<file path="config.mk">
export PLATFORM = sky130hd
export DESIGN_NAME = dffrn_exerciser
export DESIGN_NICKNAME = d
export VERILOG_FILES = /design/src/rtl/dffrn_exerciser_pkg.sv /design/src/rtl/dffrn_exerciser_lfsr.sv /design/src/rtl/dffrn_exerciser.sv
export SDC_FILE = /design/constraint.sdc
export NUM_CORES = 1
export LEC_CHECK = 0
export BUFFER_PORTS_ARGS = -buffer_cell sky130_fd_sc_hd__buf_2
export CORE_MARGIN = 2
export CORE_UTILIZATION = 45
export DETAILED_ROUTE_END_ITERATION = 7
export PLACE_DENSITY_LB_ADDON = 0.08
export SYNTH_ARGS = -nofsm -noshare
export SYNTH_HDL_FRONTEND = slang
export SYNTH_SLANG_ARGS = --single-unit
</file>
<file path="constraint.sdc">
create_clock -name clk_i -period 1.9 [get_ports clk_i]
set_input_delay 0.19 -clock clk_i [delete_from_list [all_inputs] [get_ports clk_i]]
set_output_delay 0.19 -clock clk_i [all_outputs]
set_load 0.02 [all_outputs]
</file>
<file path="src/rtl/dffrn_exerciser_pkg.sv">
// Shared types and constants for the dffrn_1 exerciser.
// Optional mid-run reset windows are enabled by DFFRN_EXERCISER_MIDRST_EN.
package dffrn_exerciser_pkg;

  typedef enum logic [2:0] {
    IDLE    = 3'd0,
    RST_CHK = 3'd1,
    SETUP   = 3'd2,
    HIGH    = 3'd3,
    FALL    = 3'd4,
    MID_RST = 3'd5,
    DONE_ST = 3'd6
  } state_e;

  localparam logic [15:0] LFSR_TAPS    = 16'hB400;
  localparam logic [15:0] DEFAULT_SEED = 16'hACE1;

  // Fibonacci step: taps 16,14,13,11, feedback shifted in at bit 0.
  function automatic logic [15:0] lfsr_advance(input logic [15:0] s);
    return {s[14:0], ^(s & LFSR_TAPS)};
  endfunction

endpackage

</file>
<file path="src/rtl/dffrn_exerciser_lfsr.sv">
// 16-bit vector LFSR with load and step; a zero seed is replaced by the default.
// next_o is the value the register takes on the coming edge.
module dffrn_exerciser_lfsr
  import dffrn_exerciser_pkg::*;
#(
  parameter logic [15:0] SEED = DEFAULT_SEED
) (
  input  logic        clk_i,
  input  logic        rst_i,
  input  logic        load_i,
  input  logic        step_i,
  output logic [15:0] next_o
);

  localparam logic [15:0] SEED_EFF = (SEED == 16'h0000) ? DEFAULT_SEED : SEED;

  logic [15:0] lfsr_q;

  always_comb begin
    next_o = lfsr_q;
    if (load_i) begin
      next_o = SEED_EFF;
    end else if (step_i) begin
      next_o = lfsr_advance(lfsr_q);
    end
  end

  always_ff @(posedge clk_i or posedge rst_i) begin
    if (rst_i) begin
      lfsr_q <= SEED_EFF;
    end else begin
      lfsr_q <= next_o;
    end
  end

endmodule

</file>
<file path="src/rtl/dffrn_exerciser.sv">
// Stimulus generator and checker for one external dffrn_1 flop (posedge CLKN, active-low RN).
// Define DFFRN_EXERCISER_MIDRST_EN to insert a reset window after every 16th vector.
module dffrn_exerciser
  import dffrn_exerciser_pkg::*;
#(
  parameter int unsigned NUM_VECTORS = 256,
  parameter int unsigned CLK_DIV     = 4,
  parameter logic [15:0] LFSR_SEED   = 16'hACE1,
  parameter int unsigned ERR_W       = 16
) (
  input  logic             clk_i,
  input  logic             rst_i,
  input  logic             start_i,
  output logic             d_o,
  output logic             rn_o,
  output logic             clkn_o,
  input  logic             q_i,
  input  logic             qn_i,
  output logic             busy_o,
  output logic             done_o,
  output logic             pass_o,
  output logic [ERR_W-1:0] err_cnt_o,
  output logic [15:0]      vec_cnt_o
);

  state_e            state_q, state_d;
  logic [7:0]        phase_q, phase_d;
  logic              d_q, d_d;
  logic              rn_q, rn_d;
  logic              clkn_q, clkn_d;
  logic              busy_q, busy_d;
  logic              done_q, done_d;
  logic              pass_q, pass_d;
  logic [ERR_W-1:0]  err_q, err_d;
  logic [15:0]       vec_q, vec_d;

  logic              phase_last;
  logic              lfsr_load;
  logic              lfsr_step;
  logic [15:0]       lfsr_next;
  logic [15:0]       vec_inc;
  logic              sample_en;
  logic              exp_bit;

  assign phase_last = (phase_q == 8'(CLK_DIV - 1));
  assign lfsr_load  = (state_q == IDLE) && start_i;
  assign lfsr_step  = (state_q == FALL) && phase_last;
  assign vec_inc    = vec_q + 16'd1;

  dffrn_exerciser_lfsr #(
    .SEED (LFSR_SEED)
  ) u_lfsr (
    .clk_i  (clk_i),
    .rst_i  (rst_i),
    .load_i (lfsr_load),
    .step_i (lfsr_step),
    .next_o (lfsr_next)
  );

  always_comb begin
    state_d   = state_q;
    busy_d    = busy_q;
    done_d    = done_q;
    pass_d    = pass_q;
    err_d     = err_q;
    vec_d     = vec_q;
    sample_en = 1'b0;
    exp_bit   = 1'b0;

    case (state_q)
      IDLE: begin
        if (start_i) begin
          state_d = RST_CHK;
          busy_d  = 1'b1;
          done_d  = 1'b0;
          pass_d  = 1'b0;
          err_d   = '0;
          vec_d   = '0;
        end
      end
      RST_CHK: begin
        sample_en = phase_last;
        if (phase_last) state_d = SETUP;
      end
      SETUP: begin
        if (phase_last) state_d = HIGH;
      end
      HIGH: begin
        sample_en = phase_last;
        exp_bit   = d_q;
        if (phase_last) state_d = FALL;
      end
      FALL: begin
        if (phase_last) begin
          vec_d = vec_inc;
          if (vec_inc == 16'(NUM_VECTORS)) begin
            state_d = DONE_ST;
          end else begin
`ifdef DFFRN_EXERCISER_MIDRST_EN
            state_d = (vec_inc[3:0] == 4'd0) ? MID_RST : SETUP;
`else
            state_d = SETUP;
`endif
          end
        end
      end
`ifdef DFFRN_EXERCISER_MIDRST_EN
      MID_RST: begin
        sample_en = phase_last;
        if (phase_last) state_d = SETUP;
      end
`endif
      DONE_ST: begin
        state_d = IDLE;
        busy_d  = 1'b0;
        done_d  = 1'b1;
        pass_d  = (err_q == '0);
      end
      default: state_d = IDLE;
    endcase

    // Reset windows expect Q=0 (exp_bit stays 0); captures expect the driven D.
    if (sample_en && ((q_i != exp_bit) || (qn_i != ~exp_bit)) && (err_q != {ERR_W{1'b1}})) begin
      err_d = err_q + 1'b1;
    end
  end

  // Pin outputs are registered decodes of the next state so they align with state_q.
  always_comb begin
    phase_d = 8'd0;
    if ((state_d == state_q) && (state_q != IDLE)) begin
      phase_d = phase_q + 8'd1;
    end
    d_d    = d_q;
    if ((state_d == SETUP) && (state_q != SETUP)) begin
      d_d = lfsr_next[0];
    end
    rn_d   = (state_d == SETUP) || (state_d == HIGH) || (state_d == FALL) || (state_d == DONE_ST);
    clkn_d = (state_d == HIGH);
  end

  always_ff @(posedge clk_i or posedge rst_i) begin
    if (rst_i) begin
      state_q <= IDLE;
      phase_q <= 8'd0;
      d_q     <= 1'b0;
      rn_q    <= 1'b0;
      clkn_q  <= 1'b0;
      busy_q  <= 1'b0;
      done_q  <= 1'b0;
      pass_q  <= 1'b0;
      err_q   <= '0;
      vec_q   <= '0;
    end else begin
      state_q <= state_d;
      phase_q <= phase_d;
      d_q     <= d_d;
      rn_q    <= rn_d;
      clkn_q  <= clkn_d;
      busy_q  <= busy_d;
      done_q  <= done_d;
      pass_q  <= pass_d;
      err_q   <= err_d;
      vec_q   <= vec_d;
    end
  end

  assign d_o       = d_q;
  assign rn_o      = rn_q;
  assign clkn_o    = clkn_q;
  assign busy_o    = busy_q;
  assign done_o    = done_q;
  assign pass_o    = pass_q;
  assign err_cnt_o = err_q;
  assign vec_cnt_o = vec_q;

endmodule

</file>
== After elaboration in Yosys (flattened, before gate mapping) ==
Index checks and enable logic that the tools add are counted.

* Bits of input ports: 5
* Flip-flop bits (word level): 65

* Add/subtract/negate cells: 3
* Bitwise gates (word level): 1
* Reductions and logical operators: 23
* Eq/ne operators: 18
* Multiplexer cells: 22

{| class="wikitable"
|+ Operators with widths
! operator !! count
|-
| $mux 16 || 6
|-
| $add 16x1->16 const B || 2
|-
| $pmux 16 s2 || 1
|-
| $mux 3 || 6
|-
| $eq 16x9->1 const B || 1
|-
| $logic_not 16->1 || 1
|-
| $ne 16x16->1 const B || 1
|-
| $reduce_xor 16->1 || 1
|-
| $pmux 3 s5 || 1
|-
| $eq 3x2->1 const B || 4
|-
| $eq 3x3->1 const B || 4
|-
| $reduce_bool 2->1 || 5
|-
| $add 8x1->8 const B || 1
|-
| $eq 8x2->1 const B || 1
|-
| $mux 8 || 1
|-
| $logic_and 1x1->1 || 6
|-
| $pmux 1 s2 || 3
|-
| $logic_or 1x1->1 || 4
|-
| $mux 1 || 4
|-
| $ne 2x2->1 const B || 2
|-
| $reduce_and 2->1 || 2
|-
| $eq 3x1->1 const B || 1
|-
| $eq 3x3->1 || 1
|-
| $logic_not 3->1 || 1
|-
| other kinds (6) || 7
|}

== Depth between registers and ports, before layout ==
Gate-level depths: netlist of the first run.

* Depth after elaboration: 9
* Mapped depth: 8
* Mapped depth without buffers: 7

== Cells and area by module ==
Synthesis of the first run repeated with hierarchy kept, for this count alone.

* Cell total of the unflattened synthesis: 378
* Area, all modules: 3499.6 µm²

{| class="wikitable"
|+ Modules (own cells, without submodules)
! module !! area an instance (µm²) !! sequential area each (µm²) !! times used !! cells an instance
|-
| dffrn_exerciser || 2806.4 || 1226.2 || 1 || 322
|-
| dffrn_exerciser_lfsr || 693.2 || 410.4 || 1 || 56
|}

== Worst setup path after synthesis of the first run ==
OpenSTA, ideal clock, no wires.

* Kind: reg2reg
* Start: reg vec_q[0], in the netlist vec_cnt_o[0]
* End: reg d_q, in the netlist d_o
* Arrival: 1.989 ns
* Path buffers: 0
* Slack: -0.216 ns
* Cell stages (with the launch flop): 8
* Setup time: 0.127 ns
* Cells stage by stage: dfrtp_1 ha_1 nand3_1 nor4_2 nor4bb_1 or3_1 a21oi_1 nand3b_1

* Word-level cells in the longest chain between the ends: 7

{| class="wikitable"
|+ Ends and longest elaborated chain
! item !! line !! text
|-
| start, declared || dffrn_exerciser.sv:35 || <nowiki>logic [15:0] vec_q, vec_d;</nowiki>
|-
| start signal, assigned || dffrn_exerciser.sv:164 || <nowiki>vec_q <= vec_d;</nowiki>
|-
| $add 16x1->16 || dffrn_exerciser.sv:48 || <nowiki>assign vec_inc = vec_q + 16'd1;</nowiki>
|-
| $eq 16x9->1 || dffrn_exerciser.sv:96 || <nowiki>if (vec_inc == 16'(NUM_VECTORS)) begin</nowiki>
|-
| $mux 3 || dffrn_exerciser.sv:96 ||
|-
| $mux 3 || dffrn_exerciser.sv:94 || <nowiki>if (phase_last) begin</nowiki>
|-
| $pmux 3 s5 || dffrn_exerciser.sv:70 || <nowiki>case (state_q)</nowiki>
|-
| $eq 3x2->1 || dffrn_exerciser.sv:135 || <nowiki>if ((state_d == SETUP) && (state_q != SETUP)) begin</nowiki>
|-
| $logic_and 1x1->1 || dffrn_exerciser.sv:135 ||
|-
| end signal, assigned || dffrn_exerciser.sv:146 || <nowiki>d_q <= 1'b0;</nowiki>
|-
| end signal, assigned || dffrn_exerciser.sv:157 || <nowiki>d_q <= d_d;</nowiki>
|-
| end, declared || dffrn_exerciser.sv:28 || <nowiki>logic d_q, d_d;</nowiki>
|}

No other way between the ends.
A chain may end at the register's enable or synchronous reset.

== Final worst setup path of the first run ==
* Start: reg state_q[2]
* End: reg err_q[13], in the netlist err_cnt_o[13]

* Word-level cells in the longest chain between the ends: 9
* Elaborated cells between the ends (all ways): 16
* Classes of those cells: eq/ne: 4; mux: 3; bitwise: 1; reduce/logical: 8

{| class="wikitable"
|+ Ends and longest elaborated chain
! item !! line !! text
|-
| start, declared || dffrn_exerciser.sv:26 || <nowiki>state_e state_q, state_d;</nowiki>
|-
| start signal, assigned || dffrn_exerciser.sv:155 || <nowiki>state_q <= state_d;</nowiki>
|-
| $eq 3x2->1 || dffrn_exerciser.sv:70 ||
|-
| $mux 1 || dffrn_exerciser.sv:70 ||
|-
| $not 1->1 || dffrn_exerciser.sv:123 || <nowiki>if (sample_en && ((q_i != exp_bit) || (qn_i != ~exp_bit)) && (err_q != {ERR_W{1'b1}})) begin</nowiki>
|-
| $ne 1x1->1 || dffrn_exerciser.sv:123 ||
|-
| $logic_or 1x1->1 || dffrn_exerciser.sv:123 ||
|-
| $logic_and 1x1->1 (2 in a row) || dffrn_exerciser.sv:123 ||
|-
| $reduce_bool 2->1 (no line) || n/a ||
|-
| $reduce_and 2->1 (no line) || n/a ||
|-
| end signal, assigned || dffrn_exerciser.sv:163 || <nowiki>err_q <= err_d;</nowiki>
|-
| end, declared || dffrn_exerciser.sv:34 || <nowiki>logic [ERR_W-1:0] err_q, err_d;</nowiki>
|}

Several ways; a longest one is shown, not always the timed one.

==> results of run 1 <==
[logic make-up after synthesis]
kind of cell | count (synthesis)
flip-flops | 65
adder cells (fa/ha/maj) | 4
XOR/XNOR | 14
AO/OA/AOI/OAI | 76
buffers and inverters | 26
AND/OR/NAND/NOR | 192
multiplexers | 15
[repair_timing]
item,CTS,global route
hold buffers,1,0
endpoints found under the setup margin,22,39
endpoints found under the hold margin,22,0
pin swaps,4,12
gates resized for setup,14,37
gates cloned,0,3
setup buffers,3,6
[routing by layer]
metal	part of all wire (%)	GRT usage, %
met5	0	0
met3	3.2	3.74
met4	0.99	7.84
met1	46	27.5
met2	50	34.8
[worst reg2reg max path, cell delays in order, from the launching register on]
cell and delay (ns):
dfrtp_1 0.38, nand4b_1 0.23, or3b_4 0.44, nand4_4 0.09, a31oi_4 0.05, buf_12 0.16
buf_8 0.12, nor3b_1 0.13, a211o_1 0.27
[metrics by stage]
| stage | worst slack [ns] | area (µm²) | TNS (ns) | std cells | util (%) |
|---|---|---|---|---|---|
| finish | -0.0624 | 4860 | -0.176 | 604 | 63.2 |
| global placement | -0.0750 | 4290 | -0.642 | 575 | 55.8 |
| detailed placement | -0.0795 | 4290 | -0.686 | 575 | 55.8 |
| CTS | -0.0388 | 4590 | -0.0388 | 595 | 59.8 |
| floorplan | -0.0357 | 3580 | -0.0629 | 392 | - |
| global route | -0.145 | 4860 | -1.17 | 604 | 63.2 |
[cells in the final DEF, fill, tap and decap left out, types with 4 or more instances in the layout]
master      instances
a31oi_1             7
buf_2              42
o21ai_0            20
dfrtp_1            47
xnor2_1             8
o21ai_1             8
buf_4              60
dfrtp_2            10
mux2i_1            12
clkinvlp_4          4
nor2b_1             5
nand3_1            26
clkbuf_8           10
buf_6               5
nand4_1            11
buf_12              4
a21oi_1            18
and3_1              8
nor2_1             22
nand2_1            73
dfstp_2             8
nor3b_1             4
xor2_1              6
nor3_1              4
[power breakdown]
group          internal, µW  switching, µW  leakage (µW)
combinational           103            138       0.00143
clock                   643            592     0.0000949
sequential             1420           20.0      0.000789
total                  2170            750       0.00231
[worst max path at each step]
| stage | slack (ns) | depth (start not counted) | end | from |
|---|---|---|---|---|
| final | -0.06 | 8 | err_cnt_o[13] | state_q[2] |
| after global routing | -0.14 | 8 | err_cnt_o[13] | state_q[2] |
| after CTS | -0.04 | 8 | err_cnt_o[13] | state_q[2] |
| after detailed placement | -0.08 | 7 | err_cnt_o[4] | phase_q[5] |
| after global placement | -0.08 | 7 | err_cnt_o[4] | phase_q[5] |
| after floorplan | -0.04 | 8 | err_cnt_o[2] | phase_q[5] |
[flip-flops by register name, summed over array words and instances (netlist names), 3 cells and up]
| register | count |
|---|---|
| err_cnt_o | 16 |
| phase_q | 8 |
| state_q | 3 |
| u_lfsr.lfsr_q | 16 |
| vec_cnt_o | 16 |
[final cells by class]
cell class,count,share of cell area (%)
clock buffers,10,2.83
clock inverters,6,1.36
inverters,4,0.386
multi-input cells,301,40.4
flip-flops and latches,65,33.9
well taps,102,2.63
repair buffers,116,18.5
==> results.py, run 1 <==
metrics = {
    "run_status": {
        "outcome": "finished, violations left",
        "violations": "setup timing",
    },
    "global_routing": {
        "grt_start_max_net_pins": 38,
        "grt_usage_pct": 21.0,
        "grt_pass1_vias": 3084,
        "grt_overflow_total": 0,
        "grt_pass1_wl_um": 14400,
        "antenna_found_initial": 0,
    },
    "die": {
        "num_rows": 32,
        "design.portCount": 43,
        "initial_core_util_pct": 46.3,
        "coreArea_mm2": 0.00769,
        "fp.dieH_um": 92.9,
        "fp.dieArea_mm2": 0.00863,
        "die_x_um": 92.9,
    },
    "drt": {
        "routed_wl_um": 9260,
        "dr_total_vias": 3299,
        "drt.antenna.violating_nets": 0,
        "wl_per_cell_um": 15.3,
        "drtIter0Drc": 184,
        "first_pass_iters": 4,
        "drc": 0,
        "vias_per_cell": 5.46,
    },
    "placement": {
        "hpwl_um": 5960,
        "portBuffers": 42,
        "place_congestion": 0.836,
    },
    "worst_hold_path": {
        "hp-start": "start_i",
        "hold_depth": 3,
        "hold_path_class": "in -> reg",
        "min_to": "state_q[0]",
    },
    "clock_tree": {
        "clk_pin_slew_ns": 0.08,
        "h-tree-depth": 3,
        "clk_path_buf_depth": 2,
        "clock_latency_ns": 0.36,
        "cts_root_buffer": "clkbuf_8",
        "cts_tree": "done",
        "cts_buffers": 9,
        "clock-sinks": 65,
    },
    "final_layout": {
        "n_fill_cell": 681,
        "layout.nets": 506,
        "multi_input_area_mm2": 0.00196,
        "antenna-diode-count": 0,
        "area_growth_syn_to_layout_pct": 36.6,
        "seq_area_mm2": 0.00165,
        "drive_above_1_share_pct": 36.1,
    },
    "yosys": {
        "yosysTopAreaCell": "dfrtp_1",
        "synth_top_area_share_pct": 40.1,
        "ys_types": 56,
        "synthesis.area_mm2": 0.00356,
        "synth_xor_area_share_pct": 3.45,
        "synth_compound_area_share_pct": 13.3,
        "synth_seq_area_share_pct": 46.0,
        "netlist_instances": 392,
        "avgSynthCellArea_um2": 9.07,
        "synth_top_family_by_area": "simple AND/OR/NAND/NOR gates",
        "async_reset_ff_share_pct": 100,
        "synth_mux_area_share_pct": 4.33,
        "synth_edf_count": 0,
        "synth.area.top_cells": "dfrtp_1 40%, nand2_1 7.8%, dfstp_2 5.9%",
        "syn_nets": 401,
        "ys.flop_type": "dfrtp_1",
        "yosys.area_share.simple_pct": 27.9,
        "yosys_warnings": 0,
        "synth_adder_area_share_pct": 1.41,
        "synth_seq_cells": 65,
        "yosysMostFrequentCell": "nand2_1",
        "yosys-top-cells-count": "74 x nand2_1, 57 x dfrtp_1, 28 x nand3_1",
    },
    "worst_setup_path": {
        "r2r-end": "err_cnt_o[13]",
        "crit_family": "simple AND/OR/NAND/NOR gates",
        "crit_slowest_cell": "or3b_4",
        "cp_data_required_time_ns": 2.15,
        "arrival_ns": 2.21,
        "slowest_delay_ns": 0.44,
        "reg2reg_slack_ns": -0.06,
        "cp-end-kind": "flip-flop",
        "crit_path_start_kind": "flip-flop",
        "path_buf_inv": 2,
        "reg2reg_from": "state_q[2]",
        "reg2regPathDepth": 8,
        "crit_chain": "nand4b_1 > or3b_4 > nand4_4 > a31oi_4 > buf_12 > buf_8 > nor3b_1 > a211o_1",
        "worstSetupPathType": "reg -> reg",
        "crit_path_max_fanout": 7,
    },
    "power_and_ir_drop": {
        "p_leak_uw": 0.00231,
        "ir_drop_uv": 405,
        "power.density_mw_per_mm2": 601,
        "power_uw": 2920,
    },
    "sta": {
        "hold_viol": 0,
        "finalWorstSetupSlack_ns": -0.0624,
        "fin_skew_ns": 0.0141,
        "setup_viol": 5,
        "fmax_mhz": 510,
        "final_max_slew_viol_count": 0,
        "min_period_ns": 1.96,
        "rsz0062_at_grt": "yes",
        "worst_pin_slew_ns": 0.740,
        "slew_headroom_pct": 50.6,
        "fin_crit_sh_pct": 103,
        "hold_ws_ns": 0.126,
    },
    "job": {
        "cap_violations": 0,
    },
}
Power figures use the tool's default switching activity.
==> run 2, diff against run 1 <==
--- a/config.mk
+++ b/config.mk
@@ -5,11 +5,14 @@
 export SDC_FILE = /design/constraint.sdc
 export NUM_CORES = 1
 export LEC_CHECK = 0
+export ABC_AREA = 1
 export BUFFER_PORTS_ARGS = -buffer_cell sky130_fd_sc_hd__buf_2
 export CORE_MARGIN = 2
 export CORE_UTILIZATION = 45
 export DETAILED_ROUTE_END_ITERATION = 7
+export GPL_ROUTABILITY_DRIVEN = 0
 export PLACE_DENSITY_LB_ADDON = 0.08
+export REMOVE_ABC_BUFFERS = 1
 export SYNTH_ARGS = -nofsm -noshare
 export SYNTH_HDL_FRONTEND = slang
 export SYNTH_SLANG_ARGS = --single-unit
==> results.py, run 2 <==
metrics = {
    "power_and_ir_drop": {
        "power.density_mw_per_mm2": 905,
        "p_clk_share_pct": 26.9,
        "p_sw_share_pct": 35.3,
        "p_leak_uw": 0.00229,
        "ir_drop_uv": 649,
        "p_sw_uw": 1550,
        "p_int_uw": 2830,
        "combPwrFrac_pct": 35.0,
        "p_seq_share_pct": 38.1,
    },
    "worst_hold_path": {
        "hp-start": "start_i",
        "hold_path_class": "in -> reg",
    },
    "worst_setup_path": {
        "cp-end-kind": "flip-flop",
        "crit_path_start_kind": "flip-flop",
        "reg2reg_slack_ns": -0.02,
        "reg2regPathDepth": 9,
        "r2r-end": "err_cnt_o[13]",
        "cp_data_required_time_ns": 2.16,
        "crit_path_max_fanout": 11,
        "reg2reg_from": "phase_q[1]",
        "worstSetupPathType": "reg -> reg",
        "endpoint": "err_cnt_o[13]",
        "startpoint": "phase_q[1]",
        "arrival_ns": 2.18,
    },
    "yosys": {
        "synth_edf_count": 0,
        "yosys_warnings": 0,
        "synth_mux_area_share_pct": 0,
        "synth_xor_area_share_pct": 6.17,
        "async_reset_ff_share_pct": 100,
        "yosysMostFrequentCell": "nand2_1",
        "yosys-top-cells-count": "88 x nand2_1, 62 x inv_1, 57 x dfrtp_1",
        "synth_seq_cells": 65,
        "synth_top_family_by_area": "simple AND/OR/NAND/NOR gates",
        "synth_compound_area_share_pct": 11.8,
        "ys.flop_type": "dfrtp_1",
        "netlist_instances": 417,
        "synth_top_area_share_pct": 40.0,
        "avgSynthCellArea_um2": 8.55,
        "yosysTopAreaCell": "dfrtp_1",
        "synthesis.area_mm2": 0.00357,
        "ys_types": 42,
        "synth.area.top_cells": "dfrtp_1 40%, nand2_1 9.3%, inv_1 6.5%",
        "yosys.area_share.simple_pct": 26.4,
        "synth_adder_area_share_pct": 1.40,
        "synth_seq_area_share_pct": 45.9,
    },
    "drt": {
        "first_pass_iters": 4,
        "drtIter0Drc": 181,
        "vias_per_cell": 5.11,
        "drc": 0,
        "dr_total_vias": 3236,
        "drt.antenna.violating_nets": 0,
        "wl_per_cell_um": 14.1,
        "routed_wl_um": 8950,
    },
    "clock_tree": {
        "clk_pin_slew_ns": 0.08,
        "cts_tree": "done",
        "clock-sinks": 65,
        "cts_root_buffer": "clkbuf_8",
        "h-tree-depth": 3,
        "cts_buffers": 9,
        "clock_latency_ns": 0.34,
        "clk_path_buf_depth": 2,
    },
    "die": {
        "die_x_um": 93.0,
        "design.portCount": 43,
        "fp.dieH_um": 93.0,
        "fp.dieArea_mm2": 0.00866,
        "initial_core_util_pct": 46.4,
        "num_rows": 32,
        "coreArea_mm2": 0.00769,
    },
    "sta": {
        "fin_skew_ns": 0.00634,
        "finalWorstSetupSlack_ns": -0.0161,
        "fin_crit_sh_pct": 101,
        "worst_pin_slew_ns": 0.335,
        "fmax_mhz": 522,
        "finalSetupTns_ns": -0.0291,
        "hold_ws_ns": 0.298,
        "min_period_ns": 1.92,
        "hold_viol": 0,
        "final_max_slew_viol_count": 0,
        "rsz0062_at_grt": "yes",
        "slew_headroom_pct": 77.6,
        "setup_viol": 2,
    },
    "global_routing": {
        "antenna_found_initial": 0,
        "grt_start_max_net_pins": 25,
        "grt_pass1_vias": 3109,
        "grt_overflow_total": 0,
        "grt_usage_pct": 21.0,
        "grt_pass1_wl_um": 14400,
    },
    "run_status": {
        "violations": "setup timing",
        "outcome": "finished, violations left",
    },
    "final_layout": {
        "antenna-diode-count": 0,
        "most-common-layout-cells": "78 x nand2_1, 59 x inv_1, 58 x buf_4",
        "drive_above_1_share_pct": 39.2,
        "area_growth_syn_to_layout_pct": 35.7,
        "layout.nets": 535,
        "final_common_cell": "nand2_1",
        "utilization_pct": 63.0,
        "fin_area_mm2": 0.00484,
    },
    "placement": {
        "hpwl_um": 6220,
        "pre_cts_ws_ns": -0.115,
        "dpl_cell_area_mm2": 0.00423,
        "portBuffers": 42,
    },
    "job": {
        "cap_violations": 0,
    },
}
==> run 2: cell count changes in the layout (fill, tap and decap cells not counted), moves of 10 or more <==
cell     before  now
a21oi_1      18    5
dfrtp_1      47   57
dfrtp_2      10    0
inv_1         3   59
mux2i_1      12    0
o22ai_2       0   10
xor2_1        6   16
==> run 2: area by class of cell <==
class                   instances  area, µm²
fillers                       692       2850
multi-input cells             277       1870
flip-flops and latches         65       1640
repair buffers                107        758
inverters                      66        250
well taps                     102        128
clock buffers                   9        124
clock inverters                 7       71.3
==> run 2: kinds of logic (layout without fill, tap and decap cells) <==
| logic type | Yosys count | in the layout |
|---|---|---|
| AOI/OAI and AO/OA | 60 | 60 |
| xor gates and xnor gates | 23 | 23 |
| adders and majority gates | 4 | 4 |
| buffers and inverters | 75 | 189 |
| DFF | 65 | 65 |
| and+or+nand+nor | 190 | 190 |
==> run 2: critical path, stage by stage, from the launching register on <==
cell,delay [ns]
dfrtp_1,0.36
ha_2,0.18
nor3b_4,0.21
nand3_4,0.15
inv_2,0.09
nand3_1,0.11
a31oi_4,0.20
nand3_4,0.16
buf_12,0.19
o22ai_1,0.16
==> run 2: worst min-delay path by stage <==
stage | end | slack [ns] | cells past startpoint
finish | busy_o | 0.30 | 4
global route | busy_o | 0.33 | 4
CTS | busy_o | 0.29 | 4
detailed placement | busy_o | 0.17 | 2
global placement | err_cnt_o[15] | 0.17 | 2
floorplan | phase_q[0] | 0.44 | 1
==> run 2: stage by stage <==
step                      instances  total power, µW
after floorplan                 408             2410
after global placement          597             2860
after detailed placement        597             2880
after CTS                       620             4140
after global routing            633             4630
final                           633             4380
==> run 2: layer usage <==
layer	up-vias	GRT usage (%)	wire length [µm]
met4	0	7.11	116
li1	1586	-	-
met2	93	34.9	4400
met1	1545	27.7	4010
met3	12	3.87	421
met5	-	0	0
==> run 2: power groups by stage <==
stage | Clock [µW] | Combinational, µW | Sequential (µW)
3_3_place_gp | 0 | 1180 | 1690
4_1_cts | 1210 | 1270 | 1660
6_report | 1180 | 1530 | 1670
5_1_grt | 1270 | 1670 | 1680
2_1_floorplan | 0 | 642 | 1770
3_5_place_dp | 0 | 1190 | 1690
==> run 2: repair_timing <==
| item | 4_1_cts | 5_1_grt |
|---|---|---|
| hold buffers | 1 | 0 |
| gates resized for setup | 16 | 52 |
| pin swaps | 6 | 31 |
| endpoints found under the hold margin | 12 | 0 |
| setup buffers | 6 | 14 |
| setup endpoints to repair | 27 | 35 |
==> run 3, diff against run 2 <==
--- a/config.mk
+++ b/config.mk
@@ -5,7 +5,6 @@
 export SDC_FILE = /design/constraint.sdc
 export NUM_CORES = 1
 export LEC_CHECK = 0
-export ABC_AREA = 1
 export BUFFER_PORTS_ARGS = -buffer_cell sky130_fd_sc_hd__buf_2
 export CORE_MARGIN = 2
 export CORE_UTILIZATION = 45
==> results.py, run 3 (synthesis results as in run 1) <==
metrics = {
    "run_status": {
        "outcome": "finished, violations left",
        "violations": "setup timing",
    },
    "final_layout": {
        "final_common_cell": "nand2_1",
        "layout.nets": 509,
        "fin_cells": 607,
        "area_growth_syn_to_layout_pct": 33.3,
        "drive_above_1_share_pct": 34.5,
        "most-common-layout-cells": "74 x nand2_1, 68 x buf_4, 52 x dfrtp_1",
        "antenna-diode-count": 0,
        "multi_input_area_mm2": 0.00191,
        "n_fill_cell": 734,
        "fin_area_mm2": 0.00474,
        "seq_area_mm2": 0.00164,
    },
    "sta": {
        "slew_headroom_pct": 62.6,
        "worst_pin_slew_ns": 0.561,
        "finalSetupTns_ns": -0.0265,
        "rsz0062_at_grt": "yes",
        "final_max_slew_viol_count": 0,
        "hold_viol": 0,
        "min_period_ns": 1.91,
        "fin_skew_ns": 0.0147,
        "fmax_mhz": 523,
        "finalWorstSetupSlack_ns": -0.0123,
        "fin_crit_sh_pct": 101,
        "setup_viol": 3,
    },
    "power_and_ir_drop": {
        "p_leak_uw": 0.00230,
        "power_uw": 3000,
        "ir_drop_uv": 558,
        "power.density_mw_per_mm2": 632,
    },
    "worst_setup_path": {
        "cp-end-kind": "flip-flop",
        "cp_data_required_time_ns": 2.16,
        "crit_path_start_kind": "flip-flop",
        "crit_path_max_fanout": 5,
        "crit_chain": "nor4_4 > and3_4 > nand4_4 > a31oi_4 > mux2_2 > mux2i_1",
        "crit_slowest_cell": "dfrtp_1",
        "slowest_delay_ns": 0.42,
        "path_buf_inv": 0,
        "arrival_ns": 2.18,
        "worstSetupPathType": "reg -> reg",
        "crit_family": "simple AND/OR/NAND/NOR gates",
    },
    "global_routing": {
        "grt_start_max_net_pins": 38,
        "grt_overflow_total": 0,
        "grt_pass1_wl_um": 14700,
        "grt_usage_pct": 21.3,
        "antenna_found_initial": 0,
        "grt_pass1_vias": 3091,
    },
    "die": {
        "fp.dieH_um": 92.9,
        "initial_core_util_pct": 46.3,
        "num_rows": 32,
        "fp.dieArea_mm2": 0.00863,
        "coreArea_mm2": 0.00769,
        "design.portCount": 43,
        "die_x_um": 92.9,
    },
    "drt": {
        "dr_total_vias": 3324,
        "drt.antenna.violating_nets": 0,
        "drtIter0Drc": 116,
        "vias_per_cell": 5.48,
        "first_pass_iters": 4,
        "routed_wl_um": 8960,
        "wl_per_cell_um": 14.8,
        "drc": 0,
    },
    "clock_tree": {
        "clock_latency_ns": 0.35,
        "clk_path_buf_depth": 2,
        "clk_pin_slew_ns": 0.08,
        "cts_buffers": 9,
        "cts_tree": "done",
        "cts_root_buffer": "clkbuf_8",
        "clock-sinks": 65,
        "h-tree-depth": 3,
    },
    "worst_hold_path": {
        "hold_path_class": "in -> reg",
    },
    "placement": {
        "dpl_cell_area_mm2": 0.00432,
        "dp_cells": 583,
        "hpwl_um": 6010,
        "portBuffers": 42,
    },
    "job": {
        "cap_violations": 0,
    },
}
[run 3: cell count changes in the layout (fill, tap and decap cells not counted), sizes merged, moves of 8 or more]
cell / before / now
a21oi: 6 / 18
mux2i: 0 / 12
buf: 106 / 116
nand2: 90 / 74
nor3: 12 / 4
o22ai: 19 / 1
inv: 66 / 4
and3: 0 / 9
nor2: 38 / 26
xor2: 18 / 6
[run 3: repair_timing]
action | in CTS | in global routing
hold endpoints to repair | 28 | 0
gates resized for setup | 10 | 24
cloned | 1 | 1
hold buffers | 1 | 0
pin swaps | 1 | 10
endpoints found under the setup margin | 47 | 47
buffers inserted | 1 | 4
[run 3: layout make-up]
type                    instances  area share [%]
flip-flops and latches         65            34.7
multi-input cells             302            40.2
inverters                       4           0.317
repair buffers                118            17.4
well taps                     102            2.69
clock inverters                 4            1.61
clock buffers                  12            3.06
[run 3: worst paths after layout]
| check | start | endpoint | cells past startpoint | slack, ns |
|---|---|---|---|---|
| setup / recovery | phase_q[4] | err_cnt_o[8] | 6 | -0.01 |
| hold / removal | start_i | state_q[0] | 3 | 0.14 |
| setup reg to reg | phase_q[4] | err_cnt_o[8] | 6 | -0.01 |
| hold reg to reg | busy_o | busy_o | 2 | 0.48 |
| max in group asynchronous | rst_i | u_lfsr.lfsr_q[13] | 4 | 1.03 |
| min in group asynchronous | rst_i | u_lfsr.lfsr_q[8] | 3 | 0.28 |
[run 3: through the flow]
step	worst slack [ns]	hold slack (ns)	util, %
3_3_place_gp	-0.0895	0.0993	56.3
3_5_place_dp	-0.141	0.102	56.3
6_report	-0.0123	0.140	61.7
4_1_cts	-0.0338	0.130	60.0
2_1_floorplan	-0.544	0.325	-
5_1_grt	-0.109	0.132	61.7
[run 3: tightest hold or removal path, delay by kind of cell]
family                 cells  cell delay, ns
AOI/OAI and AO/OA          1            0.07
and+or+nand+nor            1            0.05
buffers and inverters      1            0.12
[run 3: report_power, final]
part	total [µW]	switching, µW	internal, µW
Sequential	1440	19.9	1420
Combinational	218	128	89.6
Clock	1340	558	779
[run 3: layer usage]
metal / track usage (%) / up-vias / part of all wire, %
met3: 3.42 / 12 / 2.6
met4: 7.97 / 0 / 1.3
li1: - / 1622 / -
met1: 29.4 / 1641 / 46
met5: 0 / - / 0
met2: 33.7 / 49 / 50
